<file path="src/rtl/keypad_emulator.sv">
// keypad_emulator: 4x4 matrix keypad model answering a column scanner (press, hold, release, gap).
// Contact bounce and its LFSR are compiled in only when KEYPAD_BOUNCE_EN is defined.
module keypad_emulator #(
    parameter int BOUNCE_CYCLES = 64,
    parameter int HOLD_CYCLES   = 1000,
    parameter int GAP_CYCLES    = 200
) (
    input  logic       clk,
    input  logic       n_reset,
    input  logic       key_valid,
    input  logic [3:0] key_code,
    output logic       key_ready,
    input  logic [3:0] columnas,
    output logic [3:0] filas,
    output logic       busy,
    output logic       pressed
);

    localparam int MAX_BH     = (BOUNCE_CYCLES > HOLD_CYCLES) ? BOUNCE_CYCLES : HOLD_CYCLES;
    localparam int MAX_CYCLES = (MAX_BH > GAP_CYCLES) ? MAX_BH : GAP_CYCLES;
    localparam int CNT_W      = $clog2(MAX_CYCLES) + 1;

    localparam logic [CNT_W-1:0] HOLD_LOAD = CNT_W'(HOLD_CYCLES - 1);
    localparam logic [CNT_W-1:0] GAP_LOAD  = CNT_W'(GAP_CYCLES - 1);

`ifdef KEYPAD_BOUNCE_EN
    localparam logic [CNT_W-1:0] BOUNCE_LOAD = CNT_W'(BOUNCE_CYCLES - 1);
    typedef enum logic [2:0] {IDLE, BOUNCE_IN, HOLD, BOUNCE_OUT, GAP} state_t;
`else
    typedef enum logic [1:0] {IDLE, HOLD, GAP} state_t;
`endif

    state_t           state, state_next;
    logic [CNT_W-1:0] cnt, cnt_next;
    logic [3:0]       code_q;
    logic             contact_next;

`ifdef KEYPAD_BOUNCE_EN
    logic [7:0] lfsr;
    logic       in_bounce;

    assign in_bounce = (state == BOUNCE_IN) || (state == BOUNCE_OUT);

    // x^8+x^6+x^5+x^4+1; only advances while the contact is bouncing
    always_ff @(posedge clk or negedge n_reset) begin
        if (!n_reset) begin
            lfsr <= 8'hA5;
        end else if (in_bounce) begin
            lfsr <= {lfsr[6:0], lfsr[7] ^ lfsr[5] ^ lfsr[4] ^ lfsr[3]};
        end
    end
`endif

    assign key_ready = (state == IDLE);
    assign busy      = !key_ready;

    // Each state's counter is loaded with its length minus one on entry
    always_comb begin
        state_next   = state;
        cnt_next     = (cnt == '0) ? cnt : cnt - CNT_W'(1);
        contact_next = 1'b0;
        case (state)
            IDLE: begin
                cnt_next = '0;
                if (key_valid) begin
`ifdef KEYPAD_BOUNCE_EN
                    state_next = BOUNCE_IN;
                    cnt_next   = BOUNCE_LOAD;
`else
                    state_next = HOLD;
                    cnt_next   = HOLD_LOAD;
`endif
                end
            end
`ifdef KEYPAD_BOUNCE_EN
            BOUNCE_IN: begin
                contact_next = lfsr[0];
                if (cnt == '0) begin
                    state_next = HOLD;
                    cnt_next   = HOLD_LOAD;
                end
            end
`endif
            HOLD: begin
                contact_next = 1'b1;
                if (cnt == '0) begin
`ifdef KEYPAD_BOUNCE_EN
                    state_next = BOUNCE_OUT;
                    cnt_next   = BOUNCE_LOAD;
`else
                    state_next = GAP;
                    cnt_next   = GAP_LOAD;
`endif
                end
            end
`ifdef KEYPAD_BOUNCE_EN
            BOUNCE_OUT: begin
                contact_next = lfsr[0];
                if (cnt == '0) begin
                    state_next = GAP;
                    cnt_next   = GAP_LOAD;
                end
            end
`endif
            GAP: begin
                if (cnt == '0) begin
                    state_next = IDLE;
                    cnt_next   = '0;
                end
            end
            default: begin
                state_next = IDLE;
                cnt_next   = '0;
            end
        endcase
    end

    always_ff @(posedge clk or negedge n_reset) begin
        if (!n_reset) begin
            state   <= IDLE;
            cnt     <= '0;
            code_q  <= 4'h0;
            pressed <= 1'b0;
        end else begin
            state   <= state_next;
            cnt     <= cnt_next;
            pressed <= contact_next;
            if (key_valid && key_ready) begin
                code_q <= key_code;
            end
        end
    end

    // Rows are pulled up; the closed key shorts its row to its column only while that column is driven low
    always_comb begin
        filas = 4'b1111;
        if (pressed && !columnas[code_q[1:0]]) begin
            filas[code_q[3:2]] = 1'b0;
        end
    end

endmodule

</file>
<file path="config.mk">
export PLATFORM = sky130hd
export DESIGN_NAME = keypad_emulator
export DESIGN_NICKNAME = d
export VERILOG_FILES = /design/src/rtl/keypad_emulator.sv
export SDC_FILE = /design/constraint.sdc
export NUM_CORES = 1
export LEC_CHECK = 0
export ABC_AREA = 1
export CORE_MARGIN = 8
export CORE_UTILIZATION = 42
export CTS_CLUSTER_SIZE = 30
export DETAILED_ROUTE_END_ITERATION = 16
export GPL_TIMING_DRIVEN = 0
export PLACE_DENSITY = 0.65
export SLEW_MARGIN = 0
export SYNTH_ARGS = -nofsm -noshare
export SYNTH_HDL_FRONTEND = slang
export SYNTH_SLANG_ARGS = --single-unit
</file>
<file path="constraint.sdc">
create_clock -name clk -period 3.86 [get_ports clk]
set_input_delay 0.579 -clock clk [delete_from_list [all_inputs] [get_ports clk]]
set_output_delay 0.579 -clock clk [all_outputs]
set_load 0.01 [all_outputs]
</file>
Yosys cells after proc, flatten, opt, wreduce, memory -nomap -nowiden

Index checks and enable logic that the tools add are counted.
Widths: inputs -> output; s select.

Register bits after elaboration: 18
Input bits: 11
Logic and storage cells: 36

$add $sub $neg: 1
Magnitude comparators: 3
Equal/unequal tests: 5
Muxes and demuxes: 14
Bitwise logic cells: 1
Reduce and logical (&&, ||, !) cells: 8

Operators with widths:

| kind                  | count |
|---|---|
| $pmux 11 s3           | 1 |
| $mux 11               | 2 |
| $logic_not 11->1      | 1 |
| $sub 11x1->11 const B | 1 |
| $mux 10               | 1 |
| $lt 2x3->1 const B    | 2 |
| $mux 2                | 3 |
| $ne 2x2->1 const B    | 3 |
| $pmux 2 s3            | 1 |
| $mux 4                | 1 |
| $not 4->4             | 1 |
| $logic_and 1x1->1     | 3 |
| $mux 1                | 3 |
| $reduce_and 3->1      | 1 |
| $bmux 1 s2            | 1 |
| $demux 1 s2           | 1 |
| $eq 2x1->1 const B    | 1 |
| $eq 2x2->1 const B    | 1 |
| $ge 2x1->1 const B    | 1 |
| $logic_not 1->1       | 2 |
| $logic_not 2->1       | 1 |

Logic depth before layout (Yosys ltp)

Depth after elaboration: 6
Gate-level depth with buffers: 9
Gate-level depth less buffers: 9

Worst setup path after synthesis

Ideal clock, no wire load.

Path kind: input to output
From: input port columnas[3]
To: output port filas[1]
Arrival: 1.068 ns
Path slack: 2.213 ns
Stages on the path: 6
Buffers on the path: 0
Cell sequence: o21ai_1 nor2_1 nor2_1 nand2_1 nor2_1 nand2_1

Cells in the longest elaborated chain, start to end: 5

RTL lines:

| what                         | line | text |
|---|---|---|
| start: declaration           | 13   | `input logic [3:0] columnas,` |
| $bmux 1 s2                   | 137  | `if (pressed && !columnas[code_q[1:0]]) begin` |
| $mux 1 (not written as such) | 137  |  |
| $logic_not 1->1              | 137  |  |
| $logic_and 1x1->1            | 137  |  |
| $mux 4                       | 137  |  |
| end: declaration             | 14   | `output logic [3:0] filas,` |

Every way passes these cells. The select of a mux whose other input is x is not followed.

Worst setup path after layout

From: input port columnas[3]
To: output port filas[3]

The elaborated chain is that of the path after synthesis.

==> results.md <==
- Worst setup startpoint: columnas[3]
- DPL Wire Length: between 1500 and 2000 um
- Final Hold Vio Count: 0
- Num CTS Buffers: 3
- Post-CTS setup buffers: 0
- Worst Path Buf+Inv: 2
- Kind of end point of the critical path: output port
- Worst setup endpoint: filas[3]
- MaxCap Viol Count: 0
- CP max FO: 2
- Chip width: between 60 and 70 um
- Fraction of registers with async set/reset: 100%
- Final number of setup-violating endpoints: 0
- Bufs on Longest Clock Path: 2
- Largest net degree at the start of global routing: 19
- CP max stage cell: clkdlybuf4s50_1
- Flop pwr share: roughly 58%
- WL/cell: ~12 um
- DR iter-0 viols: 27
- Skew-Pair Late Insertion Delay: a little under 300 ps
- Io pins: 18
- DRC Markers: 0
- Via count: 896
- Worst reg-to-reg setup slack: ~2500 ps
- Setup TNS Final: 0 ps
- Filler cell count: 231
- CTS Hold Bufs: 0
- Cell Area, Synth: about 1100 sq um
- Layout Nets: between 150 and 200
- RSZ-0062 raised after global routing: false
- Remaining Overflow, GRT: 0
- Detailed Routing Iterations Pass 1: 4
- Port buffer count: 17
- Ant diodes: 0
- Clock-pin slew on the worst setup and hold paths: between 100 and 150 ps
- Worst r2r dst: cnt[2]$_DFF_PN0_
- Worst Reg-to-Reg Cells: 9
- Post-Route WL: between 2000 and 2500 um
- Layout area overhead: 21.9%
- Worst min-delay path class: reg -> reg
- Pwr dens: 238 nW/um^2
- Synth warnings: 0
- Top cells by area, synth: dfrtp_1 40%, nand2_1 14%, nor2_1 6.1%, inv_1 4.0%, nand2_4 4.0%
- Die H: 67.5 um
- Most frequent CP cell: nor2_1
- Post-route clock period utilization: between 60% and 70%
- Post-place setup slack: 1240 ps
- Root buffer cell: clkbuf_4
- Synth Net Count: ~160
- Sw Share: between 20% and 30%
- EDFF count, synth: 0
- Starting density of the core: between 40% and 50%
- First-pass GRT wire length: roughly 3800 um
- Least-Margin Pin Slew: ~850 ps
- Critical Path Start Type: input port
- GRT Total Usage: between 10% and 20%
- Core footprint: 2500 sq um
- Vias in the first global route: just under 900
- Net switching power figure: 0.0668 mW
- Seq/Total Area, Yosys: between 40% and 50%
- Final min period: between 2000 and 3000 ps
- Peak VDD IR: between 0.15 and 0.2 mV
- CP max stage delay: about 500 ps
- Clock share of power: between 30% and 40%
- Layout cells sized above 1: 22.1%
- Seq cells post-synth: 18
- Leak: slightly below 0.7 nW
- Slew HR: between 40 and 50%
- Comb pwr share: under 10%
- Post-synth cell types: 24
- R2R Path Start: cnt[0]$_DFF_PN0_
- Overall Power: 0.323 mW
- Initial antenna violation count: 0
- CTS tree: built
- Number of placement rows: 18
- CP arrival: around 2000 ps
- Worst Path Required: ~3300 ps
- Setup Crit Path Kind: in -> out
- Multi-input gate area: 569 sq um
- PnR worst setup slack: about 1200 ps
- Clock sink count: 18
- Routability cong.: 0.768
- Outcome: complete, no violations
- Cells after synthesis: between 100 and 150
- Share of the synthesized area in the top cell type: about two fifths
- Main synth FF type: dfrtp_1
- Resized cells post-CTS: 0
- Pint: ~0.26 mW
- Synthesized area per cell: roughly 8 sq um
- H-tree depth: 1
- CP cell instances: clkdlybuf4s50_1 > o21ai_1 > nor2_1 > nor2_1 > nand2_1 > nor2_1 > nand2_1 > clkdlybuf4s50_1
- DIE AREA: roughly 4600 sq um
- Top delay family on crit path: buffers and inverters
- Maximum clock rate: roughly 380 MHz
- Cell taking the most area after synthesis: dfrtp_1
- Register area: 450 sq um
- Fin. max-slew vios: 0
- Crit path depth: 8
- DR vias/cell: 4.64
- Final Skew: about 1.5 ps
- ANT nets after route: 0
cells in the final DEF (no fill, tap or decap):
master | synthesis | routed
o21ai_0 | 1 | 1
clkbuf_8 | 0 | 1
nor3_2 | 1 | 1
nand2_2 | 3 | 3
inv_1 | 12 | 12
clkbuf_4 | 0 | 3
o21ai_1 | 2 | 2
a21oi_1 | 4 | 4
inv_2 | 8 | 8
inv_4 | 1 | 1
o21ai_2 | 1 | 1
mux2_4 | 1 | 1
clkdlybuf4s50_1 | 0 | 17
xnor2_1 | 1 | 1
nand3_1 | 7 | 7
nand2_1 | 42 | 42
ha_1 | 2 | 2
nor2_4 | 4 | 4
dfrtp_1 | 18 | 18
nand2_4 | 4 | 4
nor2_1 | 18 | 18
nor2_2 | 4 | 4
buf_6 | 1 | 1
a21oi_2 | 1 | 1
xor2_1 | 3 | 3
nand3_2 | 2 | 2
nand3_4 | 1 | 1
synthesized netlist by cell type (3+ instances only):
cell type,number
nand3_1,7
nand2_1,42
nor2_2,4
a21oi_1,4
nor2_4,4
inv_1,12
xor2_1,3
inv_2,8
nand2_4,4
nor2_1,18
dfrtp_1,18
nand2_2,3
cells by family (layout without fill, tap and decap cells):
logic type      after synthesis  in the layout  share of synthesized area, %
mux                           1              1                          1.35
xor+xnor                      4              4                          3.15
fa+ha+maj                     2              2                          2.25
compound gates                9              9                          4.72
buf+inv                      22             43                          8.32
simple gates                 86             86                          39.7
flops                        18             18                          40.5
through the flow:
stage               hold slack (ps)  cell area (sq um)  instances  util (%)
floorplan                       283               1110        142         -
global placement                504               1320        189      52.8
detailed placement              509               1320        189      52.8
CTS                             530               1360        193      54.3
global route                    537               1360        193      54.3
finish                          524               1360        193      54.3
cell type report:
class / count / area share, %
flip-flops and latches: 18 / 33.2
multi-input cells: 102 / 42.0
inverters: 21 / 6.00
plain buffers: 1 / 0.830
well taps: 30 / 2.77
repair buffers: 17 / 12.5
clock buffers: 4 / 2.68
layer usage:
layer,vias up,routed length [um],track usage (%)
met2,9,1170,17.5
met4,0,17,2.61
met5,-,0,0
met1,417,1010,13.0
met3,2,77,2.98
li1,468,-,-
power groups by stage:
stage	logic, mW	registers, mW	clock network (mW)
5_1_grt	0.0194	0.189	0.132
3_5_place_dp	0.0180	0.192	0
3_3_place_gp	0.0174	0.192	0
6_report	0.0175	0.188	0.117
2_1_floorplan	0.00191	0.192	0
4_1_cts	0.0180	0.189	0.124
registers in the layout, indices dropped and copies added (netlist names):
register  cells
pressed       1
state         2
cnt          11
code_q        4
how the worst min path moves through the flow:
stage	startpoint	depth (start not counted)	slack, ps	end
2_1_floorplan	n_reset	0	280	cnt[0]$_DFF_PN0_
3_3_place_gp	state[1]$_DFFE_PN0P_	1	500	pressed$_DFF_PN0_
3_5_place_dp	state[1]$_DFFE_PN0P_	1	510	pressed$_DFF_PN0_
4_1_cts	state[1]$_DFFE_PN0P_	1	530	pressed$_DFF_PN0_
5_1_grt	state[1]$_DFFE_PN0P_	1	540	pressed$_DFF_PN0_
6_report	state[1]$_DFFE_PN0P_	1	520	pressed$_DFF_PN0_
No activity file was read; power rests on OpenSTA's default activity.
==> RTL change, RTL diff (config.mk and constraints unchanged) <==
Change the parameter `GAP_CYCLES` from 200 to 400.
--- a/src/rtl/keypad_emulator.sv
+++ b/src/rtl/keypad_emulator.sv
@@ -5,3 +5,3 @@
     parameter int HOLD_CYCLES   = 1000,
-    parameter int GAP_CYCLES    = 200
+    parameter int GAP_CYCLES    = 400
 ) (
Function: no difference found for any inputs over 10 cycles, from zero or initial values and one cycle with n_reset low; that may be too few to reach the edited logic, so the function may still have changed.
==> RTL change against the original RTL <==
- non-clock buffer count did not move
- wire length rose by 3.7%
- worst setup slack improved by 0.0019 ns
- sequential cell count did not move
- final cell count rose by 2.6%
- via count rose by 5.0%
- area after synthesis rose by 1.7%
- cell area rose by 1.5%
- global-route usage rose by 0.94 points
- worst hold slack improved by 0.022 ns
- clock skew barely moved
- power barely moved
- register-to-register slack got worse by 0.07 ns
- highest routed layer unchanged
==> RTL change: results (changes against the original RTL) <==
| Metric | Value |
|---|---|
| Worst Hold End | code_q[1] (was pressed) |
| Yosys warnings | 0 (unchanged) |
| Worst-path maximum fanout | 2 (unchanged) |
| First-pass GRT wire length | 4040 um (was 3770 um) |
| Worst slew pin tran | 0.817 ns (was 0.852 ns) |
| Hpwl dp | 1890 um (was 1820 um) |
| Peak supply drop | 0.230 mV (was 0.171 mV) |
| Reg2reg setup slack | 2.39 ns (was 2.46 ns) |
| Top Registers | cnt (11), code_q (4), state (2) (unchanged) |
| Seq/Total Area, Yosys | 39.8% (was 40.5%) |
| Fin nets | 181 (was 177) |
| Vias in the first global route | 934 (was 874) |
| P_leak | 0.646 nW (was 0.672 nW) |
| Initial antenna violation count | 0 (unchanged) |
| Drt initial violations | 28 (was 27) |
| Distinct cells, synth | 22 (was 24) |
| Outcome | finished, final reports clean (unchanged) |
| Total wire length | 2360 um (was 2270 um) |
| Share of layout cells above drive strength 1 | 16.2% (was 22.1%) |
| Main area contributors after synthesis | dfrtp_1, nand2_1, nor2_4 (was dfrtp_1, nand2_1, nor2_1) |
| CP max-delay cell | clkdlybuf4s50_1 (unchanged) |
| GPL Wtd Cong | 0.808 (was 0.768) |
| WHS | 0.546 ns (was 0.524 ns) |
| Total Routing Usage GR | 11.4% (was 10.5%) |
| Vias | 941 (was 896) |
| Critical Path Max Stage Delay | 0.50 ns |
| Number of CTS-inserted buffers | 3 (unchanged) |
| N_diodes | 0 (unchanged) |
| Post-Syn Nets | 159 (was 155) |
| R2R Path End | cnt[6] (was cnt[2]) |
| Area of placed instances | 1340 sq um (was 1320 sq um) |
| Commonest cells in the netlist | nand2_1, nor2_1, inv_1, dfrtp_1, nand3_1 (was nand2_1, dfrtp_1, nor2_1, inv_1, inv_2) |
| Hold_sp | code_q[1] (was state[1]) |
| Clock Skews | 0.00132 ns (was 0.00147 ns) |
| Cell count of the worst hold path | 1 (unchanged) |
## RTL change: cell types whose count changed in the layout (fill, tap and decap cells not counted), sizes merged
cell	before	now
inv	21	22
o21bai	0	2
nor3	1	0
a21oi	5	7
nor2	26	28
nand3b	0	1
xnor2	1	0
o21ai	4	9
nand2	49	39
nand3	10	13
## RTL change: routing by layer
metal,up-vias,GRT usage (%),part of all wire [%]
li1,497,-,-
met1,431,13.6,47
met2,11,19.1,49
met3,2,4.42,3.8
met4,0,2.81,1.1
met5,-,0,0
## RTL change: critical path: cells and delay by family
family,cells,cell delay (ns)
and+or+nand+nor,5,0.41
buffers and inverters,2,0.89
AOI/OAI and AO/OA,1,0.15
## RTL change: report_power, final
part / switching (mW) / internal [mW] / total, mW
combinational: 0.00667 / 0.0103 / 0.0170
clock: 0.0600 / 0.0575 / 0.118
sequential: 0 / 0.188 / 0.188
## RTL change: through the flow
step	instances	total power, mW	setup WS, ns
final	198	0.323	1.25
after global routing	198	0.336	1.13
after global placement	194	0.209	1.27
after detailed placement	194	0.210	1.23
after floorplan	146	0.194	2.18
after CTS	198	0.328	1.24
## RTL change: cell type report
cell class,count,area [sq um]
multi-input cells,105,587
fillers,264,1290
repair buffers,17,170
flip-flops and latches,18,450
plain buffers,1,11.3
clock buffers,4,36.3
inverters,22,82.6
well taps,31,38.8
## RTL change: kinds of logic (layout without fill, tap and decap cells)
logic type               Yosys count  in the layout  share of synthesized area [%]
AO/OA/AOI/OAI                     18             18                           10.4
XOR/XNOR                           3              3                           2.32
adder cells (fa/ha/maj)            2              2                           2.21
buffers and inverters             23             44                           8.30
flip-flops                        18             18                           39.8
multiplexers                       1              1                          0.996
AND/OR/NAND/NOR                   81             81                           36.0
## RTL change: worst max-delay path by stage
stage	cells after the start	slack (ns)	from	to
final	8	1.25	columnas[3]	filas[3]
after global routing	8	1.13	columnas[0]	filas[3]
after CTS	8	1.24	columnas[3]	filas[3]
after detailed placement	8	1.23	columnas[3]	filas[3]
after global placement	8	1.27	columnas[3]	filas[1]
after floorplan	6	2.18	columnas[3]	filas[1]
